File: src/rtl/pipeline_run_controller.sv
// pipeline_run_controller
//   Sequences the fetch/decode/execute pipeline. It holds the fetch stall and
//   owns the register-file write port while the pipeline is not running. It
//   preloads registers 1..N_REGISTERS-1 from a data stream, runs the pipeline
//   free or for a fixed number of cycles, and drains in-flight instructions
//   before returning to idle.
//
// Ports
//   i_clk / i_reset          clock (rising edge), async active-low reset
//   i_cmd_valid/i_cmd        command strobe and code (1 LOAD_REGS, 2 RUN,
//                            3 STEP, 4 HALT, anything else is a NOP)
//   i_step_count             cycle count, sampled with STEP
//   o_cmd_ready              command accepted when valid && ready
//   i_load_valid/i_load_data register preload stream
//   o_load_ready             preload handshake ready
//   i_halt_detect            pipeline saw a halt instruction
//   i_pipe_wb_reg_*          register write from the pipeline
//   o_wb_reg_*               muxed register-file write port
//   o_if_stall               fetch stall
//   o_state                  current state code
//   o_cycle_count            saturating count of unstalled cycles
//   o_done                   one-cycle pulse when an operation completes
//
// state | meaning
// ------+-----------------------------------------------------------
// IDLE  | pipeline stalled, waiting for a command
// LOAD  | streaming preload data into registers 1..N_REGISTERS-1
// RUN   | pipeline free-running until HALT or a halt instruction
// STEP  | pipeline running for the latched number of cycles
// DRAIN | stall held for N_DRAIN cycles so in-flight work retires

module pipeline_run_controller #(
  parameter int NB_DATA           = 32,
  parameter int N_REGISTERS       = 32,
  parameter int NB_ADDR_REGISTERS = $clog2(N_REGISTERS),
  parameter int NB_STEP_CNT       = 16,
  parameter int N_DRAIN           = 4
) (
  input  logic                         i_clk,
  input  logic                         i_reset,
  input  logic                         i_cmd_valid,
  input  logic [2:0]                   i_cmd,
  input  logic [NB_STEP_CNT-1:0]       i_step_count,
  output logic                         o_cmd_ready,
  input  logic                         i_load_valid,
  input  logic [NB_DATA-1:0]           i_load_data,
  output logic                         o_load_ready,
  input  logic                         i_halt_detect,
  input  logic [NB_DATA-1:0]           i_pipe_wb_reg_data,
  input  logic [NB_ADDR_REGISTERS-1:0] i_pipe_wb_reg_addr,
  input  logic                         i_pipe_wb_reg_en,
  output logic [NB_DATA-1:0]           o_wb_reg_data,
  output logic [NB_ADDR_REGISTERS-1:0] o_wb_reg_addr,
  output logic                         o_wb_reg_en,
  output logic                         o_if_stall,
  output logic [2:0]                   o_state,
  output logic [31:0]                  o_cycle_count,
  output logic                         o_done
);

  typedef enum logic [2:0] {
    ST_IDLE  = 3'd0,
    ST_LOAD  = 3'd1,
    ST_RUN   = 3'd2,
    ST_STEP  = 3'd3,
    ST_DRAIN = 3'd4
  } state_t;

  localparam logic [2:0] CMD_LOAD = 3'd1;
  localparam logic [2:0] CMD_RUN  = 3'd2;
  localparam logic [2:0] CMD_STEP = 3'd3;
  localparam logic [2:0] CMD_HALT = 3'd4;

  localparam int NB_DRAIN = $clog2(N_DRAIN + 1);
  localparam logic [NB_ADDR_REGISTERS-1:0] LAST_REG = NB_ADDR_REGISTERS'(N_REGISTERS - 1);
  localparam logic [NB_ADDR_REGISTERS-1:0] FIRST_REG = NB_ADDR_REGISTERS'(1);

  state_t                         state_q, state_d;
  logic [NB_STEP_CNT-1:0]         step_cnt_q, step_cnt_d;
  logic [NB_DRAIN-1:0]            drain_cnt_q, drain_cnt_d;
  logic [NB_ADDR_REGISTERS-1:0]   ptr_q, ptr_d;
  logic [31:0]                    cycle_cnt_q, cycle_cnt_d;
  logic                           if_stall_q, if_stall_d;
  logic                           done_q, done_d;
  logic                           ctl_wb_en_q, ctl_wb_en_d;
  logic [NB_ADDR_REGISTERS-1:0]   ctl_wb_addr_q, ctl_wb_addr_d;
  logic [NB_DATA-1:0]             ctl_wb_data_q, ctl_wb_data_d;

  logic cmd_fire;
  logic halt_cmd;
  logic ctl_owns_port;

  assign o_cmd_ready  = (state_q == ST_IDLE) || (state_q == ST_RUN) || (state_q == ST_STEP);
  assign o_load_ready = (state_q == ST_LOAD);
  assign cmd_fire     = i_cmd_valid && o_cmd_ready;
  assign halt_cmd     = cmd_fire && (i_cmd == CMD_HALT);

  always_ff @(posedge i_clk or negedge i_reset) begin
    if (!i_reset) begin
      state_q       <= ST_IDLE;
      step_cnt_q    <= '0;
      drain_cnt_q   <= '0;
      ptr_q         <= FIRST_REG;
      cycle_cnt_q   <= '0;
      if_stall_q    <= 1'b1;
      done_q        <= 1'b0;
      ctl_wb_en_q   <= 1'b0;
      ctl_wb_addr_q <= '0;
      ctl_wb_data_q <= '0;
    end else begin
      state_q       <= state_d;
      step_cnt_q    <= step_cnt_d;
      drain_cnt_q   <= drain_cnt_d;
      ptr_q         <= ptr_d;
      cycle_cnt_q   <= cycle_cnt_d;
      if_stall_q    <= if_stall_d;
      done_q        <= done_d;
      ctl_wb_en_q   <= ctl_wb_en_d;
      ctl_wb_addr_q <= ctl_wb_addr_d;
      ctl_wb_data_q <= ctl_wb_data_d;
    end
  end

  always_comb begin
    state_d       = state_q;
    step_cnt_d    = step_cnt_q;
    drain_cnt_d   = drain_cnt_q;
    ptr_d         = ptr_q;
    cycle_cnt_d   = cycle_cnt_q;
    done_d        = 1'b0;
    ctl_wb_en_d   = 1'b0;
    ctl_wb_addr_d = ctl_wb_addr_q;
    ctl_wb_data_d = ctl_wb_data_q;

    if (!if_stall_q && (cycle_cnt_q != '1)) begin
      cycle_cnt_d = cycle_cnt_q + 32'd1;
    end

    case (state_q)
      ST_IDLE: begin
        if (cmd_fire) begin
          case (i_cmd)
            CMD_LOAD: begin
              state_d     = ST_LOAD;
              cycle_cnt_d = '0;
              ptr_d       = FIRST_REG;
            end
            CMD_RUN: state_d = ST_RUN;
            CMD_STEP: begin
              if (i_step_count != '0) begin
                state_d    = ST_STEP;
                step_cnt_d = i_step_count;
              end else begin
                done_d = 1'b1;
              end
            end
            default: ;
          endcase
        end
      end
      ST_LOAD: begin
        if (i_load_valid) begin
          ctl_wb_en_d   = 1'b1;
          ctl_wb_addr_d = ptr_q;
          ctl_wb_data_d = i_load_data;
          ptr_d         = ptr_q + FIRST_REG;
          if (ptr_q == LAST_REG) begin
            state_d = ST_IDLE;
            done_d  = 1'b1;
            ptr_d   = FIRST_REG;
          end
        end
      end
      ST_RUN: begin
        if (halt_cmd || i_halt_detect) begin
          state_d     = ST_DRAIN;
          drain_cnt_d = NB_DRAIN'(N_DRAIN);
        end
      end
      ST_STEP: begin
        // The step counter is checked for its terminal value first, so a HALT
        // landing in the final step cycle still yields the full N cycles.
        if (halt_cmd || (step_cnt_q == NB_STEP_CNT'(1))) begin
          state_d     = ST_DRAIN;
          drain_cnt_d = NB_DRAIN'(N_DRAIN);
        end else begin
          step_cnt_d = step_cnt_q - NB_STEP_CNT'(1);
        end
      end
      ST_DRAIN: begin
        if (drain_cnt_q == NB_DRAIN'(1)) begin
          state_d = ST_IDLE;
          done_d  = 1'b1;
        end else begin
          drain_cnt_d = drain_cnt_q - NB_DRAIN'(1);
        end
      end
      default: state_d = ST_IDLE;
    endcase

    if_stall_d = !((state_d == ST_RUN) || (state_d == ST_STEP));
  end

  // The final preload write is presented in the first IDLE cycle, so the
  // controller keeps the port for as long as one of its writes is pending.
  assign ctl_owns_port = (state_q == ST_LOAD) || ctl_wb_en_q;

  assign o_wb_reg_en   = ctl_owns_port ? ctl_wb_en_q   : i_pipe_wb_reg_en;
  assign o_wb_reg_addr = ctl_owns_port ? ctl_wb_addr_q : i_pipe_wb_reg_addr;
  assign o_wb_reg_data = ctl_owns_port ? ctl_wb_data_q : i_pipe_wb_reg_data;

  assign o_if_stall    = if_stall_q;
  assign o_state       = state_q;
  assign o_cycle_count = cycle_cnt_q;
  assign o_done        = done_q;

endmodule

File: config.mk
export PLATFORM = sky130hd
export DESIGN_NAME = pipeline_run_controller
export DESIGN_NICKNAME = d
export VERILOG_FILES = /design/src/rtl/pipeline_run_controller.sv
export SDC_FILE = /design/constraint.sdc
export NUM_CORES = 1
export LEC_CHECK = 0
export CORE_UTILIZATION = 51
export CTS_BUF_LIST = sky130_fd_sc_hd__clkbuf_16
export DETAILED_ROUTE_END_ITERATION = 12
export PLACE_DENSITY_LB_ADDON = 0.3
export SYNTH_ARGS = -nofsm -noshare
export SYNTH_HDL_FRONTEND = slang
export SYNTH_SLANG_ARGS = --single-unit
File: constraint.sdc
create_clock -name i_clk -period 7.44 [get_ports i_clk]
set_input_delay 1.86 -clock i_clk [delete_from_list [all_inputs] [get_ports i_clk]]
set_output_delay 1.86 -clock i_clk [all_outputs]
set_load 0.1 [all_outputs]
==> summary.txt <==
Clocking
  – Sink Count: 99
  – Number of setup buffers added after CTS: 0
  – Reg clk slew, reported paths: 0.07 ns
  – Clock Tree Buf Depth: 2
  – Skew-Pair Late Insertion Delay: 0.35 ns
  – Root buf cell: clkbuf_16
  – H-tree Lvls: 3
  – # resized after CTS: 0
  – Cts bufs inserted: 9
  – CTS tree: done
  – Hold_buf cts: 0

Logic synthesis
  – Net Count, Synth: 634
  – Synth Register Bits: 99
  – YS warnings: 0
  – EDFF count, synth: 0
  – Synthesized area per cell: 10.3 µm²
  – Cell area after synthesis: 5480 µm²
  – Sequential fraction of the synthesis area: 0.453
  – Ys flop type: dfrtp_1
  – Synth unique cells: 58
  – Async set-or-reset flop fraction in the synthesized netlist: 1.00
  – Post-synthesis cell count: 533

Timing
  – RSZ-0062 raised after global routing: no
  – Clk_skew: 0.00879 ns
  – Relative slew margins: 0.303
  – Worst-margin pin slew: 1.04 ns
  – Min cycle time layout: 5.67 ns
  – Fin. Hold Viols: 0
  – Final worst-path cycle share: 0.762
  – Max Slew Vio Count: 0
  – Setup TNS: 0 ns
  – # setup viols final: 0
  – Fmax: 176 MHz

Critical path
  – R2R depth: 5
  – CP arrival: 3.81 ns
  – Crit-path max FO: 37
  – Critical Setup Path Class: reg -> out
  – Reg2reg end: step_cnt_q[1]$_DFFE_PN0P_
  – Worst path required time: 5.58 ns
  – Critical R2R Launch: o_state[2]$_DFF_PN0_
  – CP startpoint kind: flop
  – R2R setup slack: 4.56 ns
  – Crit path capture type: output pin

Global routing
  – GR Overflow Total: 0
  – Initial antenna violation count: 0
  – Largest net degree at the start of global routing: 58
  – Vias in the first global route: 4801
  – First-pass GRT wire length: 23300 µm
  – Total track usage: 0.265

Cells and area
  – Final Cell Area: 7590 µm²
  – # diodes: 0
  – Multi-input logic area: 2850 µm²
  – Register area: 2480 µm²
  – Layout cell share with drive strength beyond 1: 0.159
  – Nets: 794
  – Area grow syn2layout: 38.7%
  – Final Util: 0.732
  – Fillers: 751

Placed design
  – Final GP Congestion: 0.912
  – IO Port Bufs: 170
  – DP HPWL: 10300 µm
  – Post-DP Area: 7280 µm²

Hold path
  – Hold path depth: 1
  – Hold Path Origin: ctl_wb_data_q[18]$_DFFE_PN0P_
  – Type of the most critical hold path: reg -> reg
  – Worst Hold Endpoint: ctl_wb_data_q[18]$_DFFE_PN0P_

Detailed routing
  – Remaining antenna violation count: 0
  – DRT iter0 DRCs: 335
  – Routed vias/inst: 5.92
  – DR pass1 iterations: 5
  – Total Wirelength: 14400 µm
  – Routed vias: 4940
  – Residual DRC count: 0
  – Drt wl/cell: 17.2 µm

Floorplan
  – Row count: 37
  – Die Span Y: 106 µm
  – Num ports: 171
  – Starting Density: 0.528
  – Overall die width: 106 µm
  – Die area: 11200 µm²
  – Core area: 10400 µm²

Run
  – MaxCap Viol Count: 0

Status
  – Outcome: finished, final reports clean
synthesized netlist by cell type (3+ instances only):
| cell | count | area [µm²] |
|---|---|---|
| buf_2 | 11 | 55.1 |
| mux2_2 | 74 | 833 |
| or3_1 | 16 | 100 |
| nor2_1 | 42 | 158 |
| o211ai_1 | 6 | 45.0 |
| nor3b_1 | 3 | 22.5 |
| a31oi_1 | 13 | 81.3 |
| or4_1 | 3 | 22.5 |
| a21o_1 | 4 | 30.0 |
| inv_1 | 13 | 48.8 |
| o22ai_1 | 6 | 37.5 |
| and3_1 | 7 | 43.8 |
| nand3_1 | 16 | 80.1 |
| a22oi_1 | 7 | 52.6 |
| o21ai_0 | 18 | 90.1 |
| nand2_1 | 28 | 105 |
| ha_1 | 7 | 87.6 |
| dfrtp_1 | 97 | 2430 |
| nor4_1 | 10 | 62.6 |
| o22a_1 | 8 | 70.1 |
| and4_1 | 7 | 61.3 |
| nor3_1 | 12 | 60.1 |
| a211oi_1 | 5 | 37.5 |
| xor2_1 | 5 | 43.8 |
| and2_1 | 4 | 25.0 |
| clkbuf_1 | 10 | 37.5 |
| or2_2 | 3 | 18.8 |
| a21oi_1 | 32 | 160 |
| xnor2_1 | 10 | 87.6 |
| nand4_1 | 15 | 93.8 |
cell families (layout without fill, tap and decap cells):
kind of cell	Yosys count	after routing	share of synthesized area
AO/OA/AOI/OAI	114	114	0.133
XOR/XNOR	15	15	0.0240
adder cells (fa/ha/maj)	7	7	0.0160
buffers and inverters	38	203	0.0313
flip-flops	99	99	0.453
multiplexers	77	77	0.159
AND/OR/NAND/NOR	183	183	0.185
cell type report:
type                    count  area share
repair buffers            174       0.228
flip-flops and latches     99       0.327
multi-input cells         396       0.375
clock inverters             7      0.0124
clock buffers               9      0.0297
well taps                 136      0.0224
inverters                  13     0.00643
layer usage:
metal,wire [µm],vias to the layer above,global-route usage
met4,293,0,0.0833
li1,-,2315,-
met2,7310,199,0.456
met5,0,-,0
met3,773,26,0.0625
met1,6000,2400,0.330
sequential cells by signal, summed over array words and instances, names as in the netlist, 3 cells and up:
name           flops
o_cycle_count     32
ctl_wb_addr_q      5
step_cnt_q        16
ptr_q              5
drain_cnt_q        3
ctl_wb_data_q     32
o_state            3
stage by stage:
step | std cells | setup WS [ns] | hold slack, ns
4_1_cts | 834 | 1.73 | 0.508
2_1_floorplan | 533 | 2.30 | 0.454
3_3_place_gp | 818 | 1.99 | 0.486
6_report | 834 | 1.77 | 0.506
5_1_grt | 834 | 1.54 | 0.523
3_5_place_dp | 818 | 1.95 | 0.492
critical path: stages, from the launching register on:
cell and delay [ns]:
dfrtp_1 0.69, nor2_1 0.14, nand2_1 0.19, inv_1 0.15, nor2_4 0.78, mux2_2 0.32, clkdlybuf4s50_1 1.16
cells in the final DEF, fill, tap and decap left out, types with 12 or more instances in the layout:
master | synthesis | layout
a21oi_1 | 32 | 32
a31oi_1 | 13 | 13
clkdlybuf4s50_1 | 0 | 169
dfrtp_1 | 97 | 97
inv_1 | 13 | 14
mux2_2 | 74 | 74
nand2_1 | 28 | 28
nand3_1 | 16 | 16
nand4_1 | 15 | 15
nor2_1 | 42 | 41
nor3_1 | 12 | 12
o21ai_0 | 18 | 18
or3_1 | 16 | 16
worst max path at each step:
stage | from | end | cells past startpoint | slack (ns)
after floorplan | o_state[2]$_DFF_PN0_ | o_wb_reg_data[10] | 7 | 2.30
after global placement | i_pipe_wb_reg_addr[0] | o_wb_reg_addr[0] | 3 | 1.99
after detailed placement | i_pipe_wb_reg_data[14] | o_wb_reg_data[14] | 3 | 1.95
after CTS | o_state[2]$_DFF_PN0_ | o_wb_reg_data[17] | 6 | 1.73
after global routing | o_state[2]$_DFF_PN0_ | o_wb_reg_data[17] | 6 | 1.54
final | o_state[2]$_DFF_PN0_ | o_wb_reg_data[17] | 6 | 1.77
Power is not shown: default switching activity piles up to over one toggle a cycle in this logic, so the estimate is an artifact.
